### config.mk
export PLATFORM = sky130hd
export DESIGN_NAME = reg_bank_flat
export DESIGN_NICKNAME = d
export VERILOG_FILES = /design/src/rtl/reg_bank_if.sv /design/src/rtl/reg_bank.sv /design/src/flat_wrapper.sv
export SDC_FILE = /design/constraint.sdc
export NUM_CORES = 1
export LEC_CHECK = 0
export BUFFER_PORTS_ARGS = -buffer_cell sky130_fd_sc_hd__clkbuf_2
export CORE_AREA = 2 2 91 93
export CTS_BUF_LIST = sky130_fd_sc_hd__clkbuf_16
export DETAILED_ROUTE_END_ITERATION = 10
export DIE_AREA = 0 0 93 95
export PLACE_DENSITY = 0.73
export SLEW_MARGIN = 20
export SYNTH_ARGS = -nofsm -noshare
export SYNTH_HDL_FRONTEND = slang
export SYNTH_SLANG_ARGS = --single-unit
### constraint.sdc
create_clock -name clk -period 2.42 [get_ports clk]
set_input_delay 0.242 -clock clk [delete_from_list [all_inputs] [get_ports clk]]
set_output_delay 0.242 -clock clk [all_outputs]
set_load 0.1 [all_outputs]
### src/rtl/reg_bank_if.sv
// reg_bank_if: write/read bus of the register bank; the master drives addresses and data.
interface reg_bank_if #(
    parameter int WIDTH  = 8,
    parameter int ADDR_W = 3
);
    logic              clr;
    logic              we;
    logic [ADDR_W-1:0] waddr;
    logic [WIDTH-1:0]  wdata;
    logic [ADDR_W-1:0] raddr_a;
    logic [WIDTH-1:0]  rdata_a;
    logic [ADDR_W-1:0] raddr_b;
    logic [WIDTH-1:0]  rdata_b;
    logic              wr_ack;
    modport master (output clr, we, waddr, wdata, raddr_a, raddr_b, input rdata_a, rdata_b, wr_ack);
    modport slave  (input clr, we, waddr, wdata, raddr_a, raddr_b, output rdata_a, rdata_b, wr_ack);
endinterface

### src/rtl/reg_bank.sv
// reg_bank: DEPTH x WIDTH register file, one write port, two registered read ports.
module reg_bank #(
    parameter int WIDTH    = 8,
    parameter int DEPTH    = 8,
    parameter int ADDR_W   = 3,
    parameter int ZERO_REG = 1,
    parameter int BYPASS   = 1
) (
    input logic        clk,
    input logic        reset,
    reg_bank_if.slave  bus
);
    logic [WIDTH-1:0] r_mem [DEPTH];
    logic [WIDTH-1:0] r_rdata_a;
    logic [WIDTH-1:0] r_rdata_b;
    logic             r_wr_ack;
    logic             w_wr_ok;
    logic [WIDTH-1:0] w_rd_a;
    logic [WIDTH-1:0] w_rd_b;

    // clr suppresses the write, which also disables forwarding that cycle
    assign w_wr_ok = !bus.clr && bus.we && (int'(bus.waddr) < DEPTH)
                     && !(ZERO_REG != 0 && bus.waddr == '0);

    function automatic logic [WIDTH-1:0] rd(input logic [ADDR_W-1:0] a);
        if (int'(a) >= DEPTH || (ZERO_REG != 0 && a == '0)) return '0;
        if (BYPASS != 0 && w_wr_ok && a == bus.waddr) return bus.wdata;
        return r_mem[a];
    endfunction

    always_comb begin
        w_rd_a = rd(bus.raddr_a);
        w_rd_b = rd(bus.raddr_b);
    end

    always_ff @(posedge clk) begin
        if (reset) begin
            for (int i = 0; i < DEPTH; i++) r_mem[i] <= '0;
            r_rdata_a <= '0;
            r_rdata_b <= '0;
            r_wr_ack  <= 1'b0;
        end else begin
            r_rdata_a <= w_rd_a;
            r_rdata_b <= w_rd_b;
            r_wr_ack  <= w_wr_ok;
            if (bus.clr) begin
                for (int i = 0; i < DEPTH; i++) r_mem[i] <= '0;
            end else if (w_wr_ok) begin
                r_mem[bus.waddr] <= bus.wdata;
            end
        end
    end

    assign bus.rdata_a = r_rdata_a;
    assign bus.rdata_b = r_rdata_b;
    assign bus.wr_ack  = r_wr_ack;
endmodule

### src/flat_wrapper.sv
// flat-port wrapper written by rule: the top's interface ports become plain ports
module reg_bank_flat 
#(
    parameter int WIDTH    = 8,
    parameter int DEPTH    = 8,
    parameter int ADDR_W   = 3,
    parameter int ZERO_REG = 1,
    parameter int BYPASS   = 1
)
  (clk, reset, bus_clr, bus_we, bus_waddr, bus_wdata, bus_raddr_a, bus_raddr_b, bus_rdata_a, bus_rdata_b, bus_wr_ack);
  reg_bank_if #(.WIDTH(WIDTH), .ADDR_W(ADDR_W)) bus_i ();
  input logic clk;
  input logic reset;
  input wire logic [$bits(bus_i.clr)-1:0] bus_clr;
  input wire logic [$bits(bus_i.we)-1:0] bus_we;
  input wire logic [$bits(bus_i.waddr)-1:0] bus_waddr;
  input wire logic [$bits(bus_i.wdata)-1:0] bus_wdata;
  input wire logic [$bits(bus_i.raddr_a)-1:0] bus_raddr_a;
  input wire logic [$bits(bus_i.raddr_b)-1:0] bus_raddr_b;
  output wire logic [$bits(bus_i.rdata_a)-1:0] bus_rdata_a;
  output wire logic [$bits(bus_i.rdata_b)-1:0] bus_rdata_b;
  output wire logic [$bits(bus_i.wr_ack)-1:0] bus_wr_ack;
  assign bus_i.clr = bus_clr;
  assign bus_i.we = bus_we;
  assign bus_i.waddr = bus_waddr;
  assign bus_i.wdata = bus_wdata;
  assign bus_i.raddr_a = bus_raddr_a;
  assign bus_i.raddr_b = bus_raddr_b;
  assign bus_rdata_a = bus_i.rdata_a;
  assign bus_rdata_b = bus_i.rdata_b;
  assign bus_wr_ack = bus_i.wr_ack;
  reg_bank #(.WIDTH(WIDTH), .DEPTH(DEPTH), .ADDR_W(ADDR_W), .ZERO_REG(ZERO_REG), .BYPASS(BYPASS)) u_core (.clk(clk), .reset(reset), .bus(bus_i));
endmodule
==> results of run 1 <==
[routing by layer]
metal  global-route usage  up-vias
li1                     -     1138
met1                0.282     1240
met2                0.354      100
met3               0.0431       13
met4               0.0882        0
met5                    0        -
[Yosys cell counts, types with 2 or more instances]
| cell type | count | area share |
|---|---|---|
| buf_12 | 2 | 0.0096 |
| mux4_2 | 25 | 0.14 |
| o21ai_0 | 6 | 0.0072 |
| mux4_1 | 7 | 0.044 |
| nand2b_1 | 3 | 0.0045 |
| or2_2 | 8 | 0.012 |
| nor3_1 | 2 | 0.0024 |
| nand2_1 | 2 | 0.0018 |
| mux2i_1 | 16 | 0.038 |
| edfxtp_1 | 64 | 0.46 |
| buf_6 | 6 | 0.016 |
| dfxtp_1 | 17 | 0.082 |
| buf_2 | 6 | 0.0072 |
| o211a_1 | 16 | 0.038 |
| and2_1 | 56 | 0.084 |
| o21ai_1 | 10 | 0.012 |
| or2_1 | 2 | 0.0030 |
| nor2_1 | 9 | 0.0081 |
| xnor2_1 | 6 | 0.013 |
| nand3_2 | 2 | 0.0048 |
[where the power goes]
part / total [mW] / internal (mW) / switching, mW
combinational: 0.512 / 0.175 / 0.337
sequential: 1.64 / 1.59 / 0.0507
clock: 1.27 / 0.702 / 0.567
[state kept, by name, indices dropped and copies added, names as in the netlist]
signal / count
u_core.bus.rdata_a: 8
u_core.bus.rdata_b: 8
u_core.bus.wr_ack: 1
u_core.r_mem: 64
[final timing paths]
| check | to | slack, ns |
|---|---|---|
| max | u_core.bus.rdata_b[6]$_SDFF_PP0_ | 0.84 |
| min | u_core.bus.wr_ack$_SDFF_PP0_ | 0.14 |
| max reg2reg | u_core.bus.rdata_a[2]$_SDFF_PP0_ | 0.92 |
| min reg2reg | u_core.bus.rdata_a[7]$_SDFF_PP0_ | 0.88 |
[worst register-to-register path: stages (launching register included)]
cell	delay [ns]
edfxtp_1	0.43
mux4_1	0.55
mux2i_1	0.16
o21ai_0	0.11
o211a_1	0.14
[cell type report]
class,instances,area (um2),area share
multi-input combinational,181,1780,0.378
timing repair buffer,46,253,0.0537
clock buffer,9,225,0.0479
clock inverter,7,53.8,0.0114
inverter,1,3.75,0.000798
sequential,81,2260,0.481
tap,105,131,0.0279
[per-stage QoR]
| step | setup slack [ns] | power, mW | cell area (um2) | utilization | hold slack, ns |
|---|---|---|---|---|---|
| global placement | 0.502 | 2.17 | 4430 | 0.558 | 0.479 |
| global route | 0.717 | 3.53 | 4710 | 0.594 | 0.147 |
| detailed placement | 0.499 | 2.18 | 4430 | 0.558 | 0.483 |
| floorplan | 0.985 | 2.07 | 4190 | - | 0.314 |
| finish | 0.842 | 3.42 | 4710 | 0.594 | 0.144 |
| CTS | 0.837 | 3.43 | 4710 | 0.594 | 0.132 |
[cell families (layout without fill, tap and decap cells)]
group	Yosys count	after routing	share of synthesized area
DFF	81	81	0.543
AOI/OAI and AO/OA	33	33	0.0640
xor gates and xnor gates	6	6	0.0126
buffers and inverters	17	63	0.0366
other	1	8	0.000900
muxes	48	48	0.218
and+or+nand+nor	86	86	0.125
==> results.md, run 1 <==
* Post-synth top flop: edfxtp_1
* Final std cells w/o fill at 430
* Worst setup EP type: flop
* ANT cells at 0
* Status: finished clean
* Synth unique cells at 27
* Post_cts resized at 0
* Leakage at 1.95 nW
* Setup TNS Final at 0 ns
* Post-synth EDFFs at 64
* Vias per Instance at 5.79
* Worst path cell trace: clkbuf_2 -> xnor2_1 -> nand3_2 -> or2_1 -> o211a_1
* Sequential element share of the synthesized area at 0.543
* # IOs at 38
* RePlAce Congestion at 0.868
* Slowest-stage cell, CP: clkbuf_2
* Clock skew at 0.00779 ns
* CTS max path bufs at 2
* CP Launch Point: bus_raddr_b[0]
* Rows at 33
* I/O Buffers at 37
* Die extent in y at 95 um
* Max transition margin at 0.540
* Fraction of layout cells with a size suffix above 1 at 0.305
* Hold Path Depth at 2
* Highest routed layer: met4
* Initial core utilization at 0.525
* Crit. path cell count at 5
* Die X at 93 um
* Root buffer cell: clkbuf_16
* CTS hold repair buffers at 0
* Wire per inst at 20.1 um
* NumNets Final at around 340
* CTS sink cnt at 81
* Final worst-path cycle share at 0.652
* Gr usage total at 0.215
* PwrDens at 728 nW/um2
* Post-synthesis cell count at ~270
* Critical path's largest stage delay at 0.48 ns
* Syn avg cell area at 15.3 um2
* Max FO, Critical Path at 18
* Max-Cap Viols at 0
* Initial antenna violation count at 0
* Hold WC Path Type: in -> reg
* Asr flop ratio synth at 0
* TritonCTS buffer count at 9
* Largest net degree at the start of global routing at 20
* Post-CTS setup buffers at 0
* Yosys Warn Count at 0
* Routed wl met3 at around 490 um
* Critical Path RT at 2.64 ns
* Worst-path clk slew at 0.07 ns
* Setup CP Type: in -> reg
* Vias in the first global route at 2,547
* Hold path start: reset
* Commonest cells after routing, fill and taps aside: 64 x edfxtp_1, 56 x and2_1, 37 x clkbuf_2
* RSZ-0062 raised after global routing: false
* DR iter-0 viols at 228
* Setup crit start kind: input pin
* VDD IR max at roughly 0.00035 V
* Post-Route M1 WL at 3640 um
* Worst EP arrival at 1.80 ns
* Fillers at 645
* Hpwl dp at about 6600 um
* Setup-failing EPs final at 0
* Clock Latency Late Sink at 0.33 ns
* Placed cell count at about 410
* Grt total ovfl at 0
* Worst r2r src: u_core.r_mem[3][2]$_SDFFCE_PN0P_
* Drt first pass iters at 4
* Largest delay contributor family on the critical path: simple AND/OR/NAND/NOR gates
* Vias at 2,491
* Register bit count reported by yosys at 81
* Post-layout minimum cycle time at 1.58 ns
* Met2 Routed Length at 4330 um
* Buf/Inv on CP at 1
* Worst-Margin Slew at 0.688 ns
* Most common cell after layout, fill and taps aside: edfxtp_1
* DRC Markers at 0
* WL final at 8630 um
* Core area at 7930 um2
* Final Hold Viols at 0
* H-tree levels at 3
* DIE AREA at 8840 um2
* Area grow syn2layout at 13.0%
* Post-DRT Antenna Nets at 0
* Reg2Reg Depth at 4
* Maximum clock rate at 634 MHz
* Max-slew violation count at 0
* Netlist Area Pre-Place at 4170 um2
* Global-route wire length before repair at 14,000 um
* CTS tree: built
Note: power is estimated with default switching activity, not from simulation.
==> run 2: changes to the inputs <==
- PLACE_DENSITY: 0.73 -> 0.75
- clock period: 2.42 -> 1.4 ns (I/O delays scaled with it)
==> results.md, run 2 (same netlist as run 1, synthesis figures left out) <==
* Status: finished, violations left
* Violated checks: negative setup slack
* Root buffer cell: clkbuf_16
* Clock skew at between 0.007 and 0.008 ns
* Vias per Instance at 5.78
* Final Hold Viols at 0
* Die extent in y at 95 um
* CTS tree: built
* Worst-Margin Slew at 0.573 ns
* Setup crit start kind: flop
* Pwr Total at 6.17 mW
* WL final at 8880 um
* Hpwl dp at around 6700 um
* CP Launch Point: u_core.r_mem[7][7]$_SDFFCE_PN0P_
* Worst r2r src: u_core.r_mem[7][7]$_SDFFCE_PN0P_
* NumNets Final at 359
* Post-layout minimum cycle time at 1.43 ns
* Die X at 93 um
* DRC Markers at 0
* Area grow syn2layout at 16.8%
* Max transition margin at 0.616
* Fraction of layout cells with a size suffix above 1 at 0.362
* Critical Path RT at 1.62 ns
* RSZ-0062 raised after global routing: true
* Post-CTS setup buffers at 0
* Leakage at 2.02 nW
* CTS sink cnt at a little over 80
* Gr usage total at 0.216
* Post-DRT Antenna Nets at 0
* Wire per inst at 19.8 um
* Largest net degree at the start of global routing at 16
* Vias at 2,589
* ANT cells at 0
* Rows at 33
* TritonCTS buffer count at 9
* Max FO, Critical Path at 2
* Max-Cap Viols at 0
* PwrDens at 1270 nW/um2
* Slowest-stage cell, CP: mux4_2
* Reg with most FFs: u_core.r_mem
* Largest delay contributor family on the critical path: multiplexers
* Max-slew violation count at 0
* Buf/Inv on CP at 0
* VDD IR max at 0.000620 V
* Clock Latency Late Sink at 0.34 ns
* Worst EP arrival at 1.65 ns
* Final WS setup at -0.0276 ns
* CTS hold repair buffers at 0
* CTS max path bufs at 2
* Setup CP Type: reg -> reg
* Setup TNS Final at -0.0533 ns
* Setup-failing EPs final at 3
* H-tree levels at 3
* Maximum clock rate at 700 MHz
* Worst-path clk slew at roughly 0.070 ns
* # IOs at 38
* Initial core utilization at 0.525
* Placed Area at 4590 um2
* Final worst-path cycle share at 1.02
* Drt first pass iters at 4
* Grt total ovfl at 0
* RePlAce Congestion at 0.948
* Final Cell Area at approximately 4900 um2
* Worst path cell trace: mux4_2 -> mux2i_1 -> o21ai_1 -> o211a_1
* Commonest cells after routing, fill and taps aside: 64 x edfxtp_1, 56 x and2_1, 37 x clkbuf_2
* Most common cell after layout, fill and taps aside: edfxtp_1
* Worst setup EP type: flop
* Critical path's largest stage delay at 0.50 ns
* Vias in the first global route at 2,504
* Hold path start: reset
* Initial antenna violation count at 0
* DIE AREA at 8840 um2
* DR iter-0 viols at 162
* Global-route wire length before repair at around 14,000 um
* Largest register FFs at 64
* I/O Buffers at 37
* Hold WC Path Type: in -> reg
* Core area at 7930 um2
## run 2: changes by cell type in the layout (fill, tap and decap cells not counted), moves of 2 or more
cell        delta
mux4_1         -7
mux4_2         +7
o21ai_1        +5
clkinvlp_4     -2
buf_4         +16
buf_12         +2
o21ai_0        -5
## run 2: layout make-up
type	instances	area [um2]
clock buffers	9	225
clock inverters	7	77.6
fillers	598	3060
inverters	1	3.75
multi-input cells	181	1750
flip-flops and latches	81	2260
well taps	105	131
repair buffers	64	413
## run 2: repair_timing
action | 4_1_cts | 5_1_grt
resized for setup | 1 | 11
endpoints found under the hold margin | 0 | 0
endpoints found under the setup margin | 2 | 14
pin swaps | 0 | 0
## run 2: per-stage QoR
stage                     hold slack, ns  setup WS, ns  utilization  std cells
final                             0.0976       -0.0276        0.613        448
after global routing              0.0945       -0.0941        0.613        448
after CTS                         0.0891      -0.00996        0.616        448
after detailed placement           0.450       -0.0653        0.579        432
after global placement             0.442       -0.0585        0.579        432
after floorplan                    0.212        0.0672            -        279
## run 2: worst paths after layout
| path | to | slack (ns) | cells after the start |
|---|---|---|---|
| max | u_core.bus.rdata_b[7]$_SDFF_PP0_ | -0.03 | 4 |
| min | u_core.bus.wr_ack$_SDFF_PP0_ | 0.1 | 3 |
| max reg2reg | u_core.bus.rdata_b[7]$_SDFF_PP0_ | -0.03 | 4 |
| min reg2reg | u_core.bus.rdata_a[4]$_SDFF_PP0_ | 0.86 | 4 |
## run 2: worst reg2reg max path, cell delays in order, from the launching register on
cell	delay, ns
edfxtp_1	0.41
mux4_2	0.50
mux2i_1	0.18
o21ai_1	0.11
o211a_1	0.12
## run 2: where the power goes
group | total [mW] | internal (mW) | switching (mW) | leakage, nW
registers | 2.84 | 2.75 | 0.0871 | 0.832
clock network | 2.39 | 1.40 | 0.989 | 0.147
logic | 0.944 | 0.347 | 0.597 | 1.04
## run 2: metal layers
metal / vias up / global-route usage / share of wire
li1: 1173 / - / -
met1: 1283 / 0.284 / 0.41
met2: 125 / 0.370 / 0.50
met3: 8 / 0.0455 / 0.079
met4: 0 / 0.0576 / 0.011
met5: - / 0 / 0
==> run 3: changes to the inputs <==
- clock period: 1.4 -> 1.27 ns (I/O delays scaled with it)
==> results.md, run 3 (same netlist as run 1, synthesis figures left out) <==
* Status: finished, violations left
* Violated checks: negative setup slack
* Reg with most FFs: u_core.r_mem
* Post-DRT Antenna Nets at 0
* CTS tree: built
* Max-slew violation count at 0
* Max transition margin at 0.599
* Vias in the first global route at 2,577
* Rows at 33
* Hpwl dp at 6690 um
* Leakage at 2.06 nW
* Post-layout minimum cycle time at 1.39 ns
* VDD IR max at between 0.0007 and 0.0008 V
* Final Hold Viols at 0
* Largest register FFs at 64
* Vias per Instance at 5.55
* Maximum clock rate at roughly 700 MHz
* DIE AREA at 8840 um2
* Clock power frac at 0.404
* Final worst-path cycle share at 1.09
* RePlAce Congestion at 0.846
* Slowest-stage cell, CP: mux4_2
* Die extent in y at around 95 um
* Gr usage total at 0.214
* Largest net degree at the start of global routing at 19
* RSZ-0062 raised after global routing: true
* Worst EP arrival at 1.61 ns
* Setup CP Type: reg -> reg
* Initial antenna violation count at 0
* I/O Buffers at 37
* Core area at just under 8000 um2
* Max-Cap Viols at 0
* CTS hold repair buffers at 0
* Hold WC Path Type: in -> reg
* Buf/Inv on CP at 0
* Comb pwr share at 0.153
* ANT cells at 0
* # IOs at 38
* Wire per inst at 19.3 um
* Setup crit start kind: flop
* CTS sink cnt at 81
* Post-CTS setup buffers at 0
* Clock skew at 0.00278 ns
* Max FO, Critical Path at 2
* Clock Latency Late Sink at 0.33 ns
* Root buffer cell: clkbuf_16
* Vias at 2,486
* PwrDens at 1420 nW/um2
* Most common cell after layout, fill and taps aside: edfxtp_1
* Critical Path RT at 1.50 ns
* DR iter-0 viols at 225
* Reg power frac at 0.443
* NumNets Final at 359
* Largest delay contributor family on the critical path: multiplexers
* CTS max path bufs at 2
* Pwr Total at roughly 7.1 mW
* Switching share of power at 0.262
* WL final at around 8600 um
* Drt first pass iters at 4
* Fraction of layout cells with a size suffix above 1 at 0.364
* Final WS setup at -0.117 ns
* Global-route wire length before repair at 13,800 um
* Die X at 93 um
* P_sw at 1.85 mW
* TritonCTS buffer count at 9
* Internal power at 5.21 mW
* DRC Markers at 0
* Worst path cell trace: mux4_2 -> mux2i_1 -> o21ai_1 -> o211a_1
* Commonest cells after routing, fill and taps aside: 64 x edfxtp_1, 56 x and2_1, 40 x buf_4
* Worst-Margin Slew at 0.599 ns
* Area grow syn2layout at 19.4%
* Worst-path clk slew at 0.06 ns
* Fillers at 608
* H-tree levels at 3
* Worst setup EP type: flop
* Initial core utilization at 0.525
* Critical path's largest stage delay at between 0.4 and 0.5 ns
* Grt total ovfl at 0
* Placement Setup Slack at -0.175 ns
* Setup-failing EPs final at 16
## run 3: cell types whose count changed in the layout (fill, tap and decap cells not counted), sizes merged
cell,previous run,this run
clkbuf,46,29
bufinv,1,2
buf,27,44
clkinv,2,1
## run 3: final timing paths
check | startpoint | to | slack, ns | cells past startpoint
setup / recovery | u_core.r_mem[7][0]$_SDFFCE_PN0P_ | u_core.bus.rdata_a[0]$_SDFF_PP0_ | -0.12 | 4
hold / removal | reset | u_core.bus.wr_ack$_SDFF_PP0_ | 0.08 | 3
setup reg to reg | u_core.r_mem[7][0]$_SDFFCE_PN0P_ | u_core.bus.rdata_a[0]$_SDFF_PP0_ | -0.12 | 4
hold reg to reg | u_core.r_mem[1][3]$_SDFFCE_PN0P_ | u_core.bus.rdata_b[3]$_SDFF_PP0_ | 0.87 | 4
## run 3: worst reg2reg max path: stages, from the launching register on
cell,delay [ns]
edfxtp_1,0.41
mux4_2,0.48
mux2i_1,0.18
o21ai_1,0.10
o211a_1,0.12
## run 3: metal layers
| layer | up-vias | wire length (um) | global-route usage |
|---|---|---|---|
| met1 | 1193 | 3710 | 0.294 |
| met3 | 10 | 677 | 0.0479 |
| met5 | - | 0 | 0 |
| li1 | 1176 | - | - |
| met4 | 0 | 129 | 0.0735 |
| met2 | 107 | 4110 | 0.339 |
## run 3: power groups by stage
stage                     Clock (mW)  Combinational [mW]  Sequential (mW)
after floorplan                    0               0.508             3.45
after global placement             0                1.06             3.17
after detailed placement           0                1.07             3.18
after CTS                       2.87                1.08             3.13
after global routing            3.00                1.14             3.14
final                           2.86                1.08             3.13
## run 3: layout make-up
type / instances / area, um2 / share of cell area
clock inverters: 7 / 110 / 0.0221
multi-input cells: 181 / 1760 / 0.354
well taps: 105 / 131 / 0.0264
flip-flops and latches: 81 / 2260 / 0.455
repair buffers: 64 / 480 / 0.0966
inverters: 1 / 3.75 / 0.000755
clock buffers: 9 / 225 / 0.0453
## run 3: timing repair
item                                    CTS  global route
resized for setup                        10             0
cloned                                    0             0
endpoints found under the setup margin   16            16
## run 3: per-stage QoR
stage | instance area (um2) | std cells | utilization | hold slack, ns | TNS (ns)
after floorplan | 4210 | 279 | - | 0.199 | -0.593
after global placement | 4660 | 432 | 0.587 | 0.417 | -8.96
after detailed placement | 4660 | 432 | 0.587 | 0.426 | -10.85
after CTS | 4970 | 448 | 0.627 | 0.0819 | -1.29
after global routing | 4970 | 448 | 0.627 | 0.0892 | -2.20
final | 4970 | 448 | 0.627 | 0.0847 | -1.41
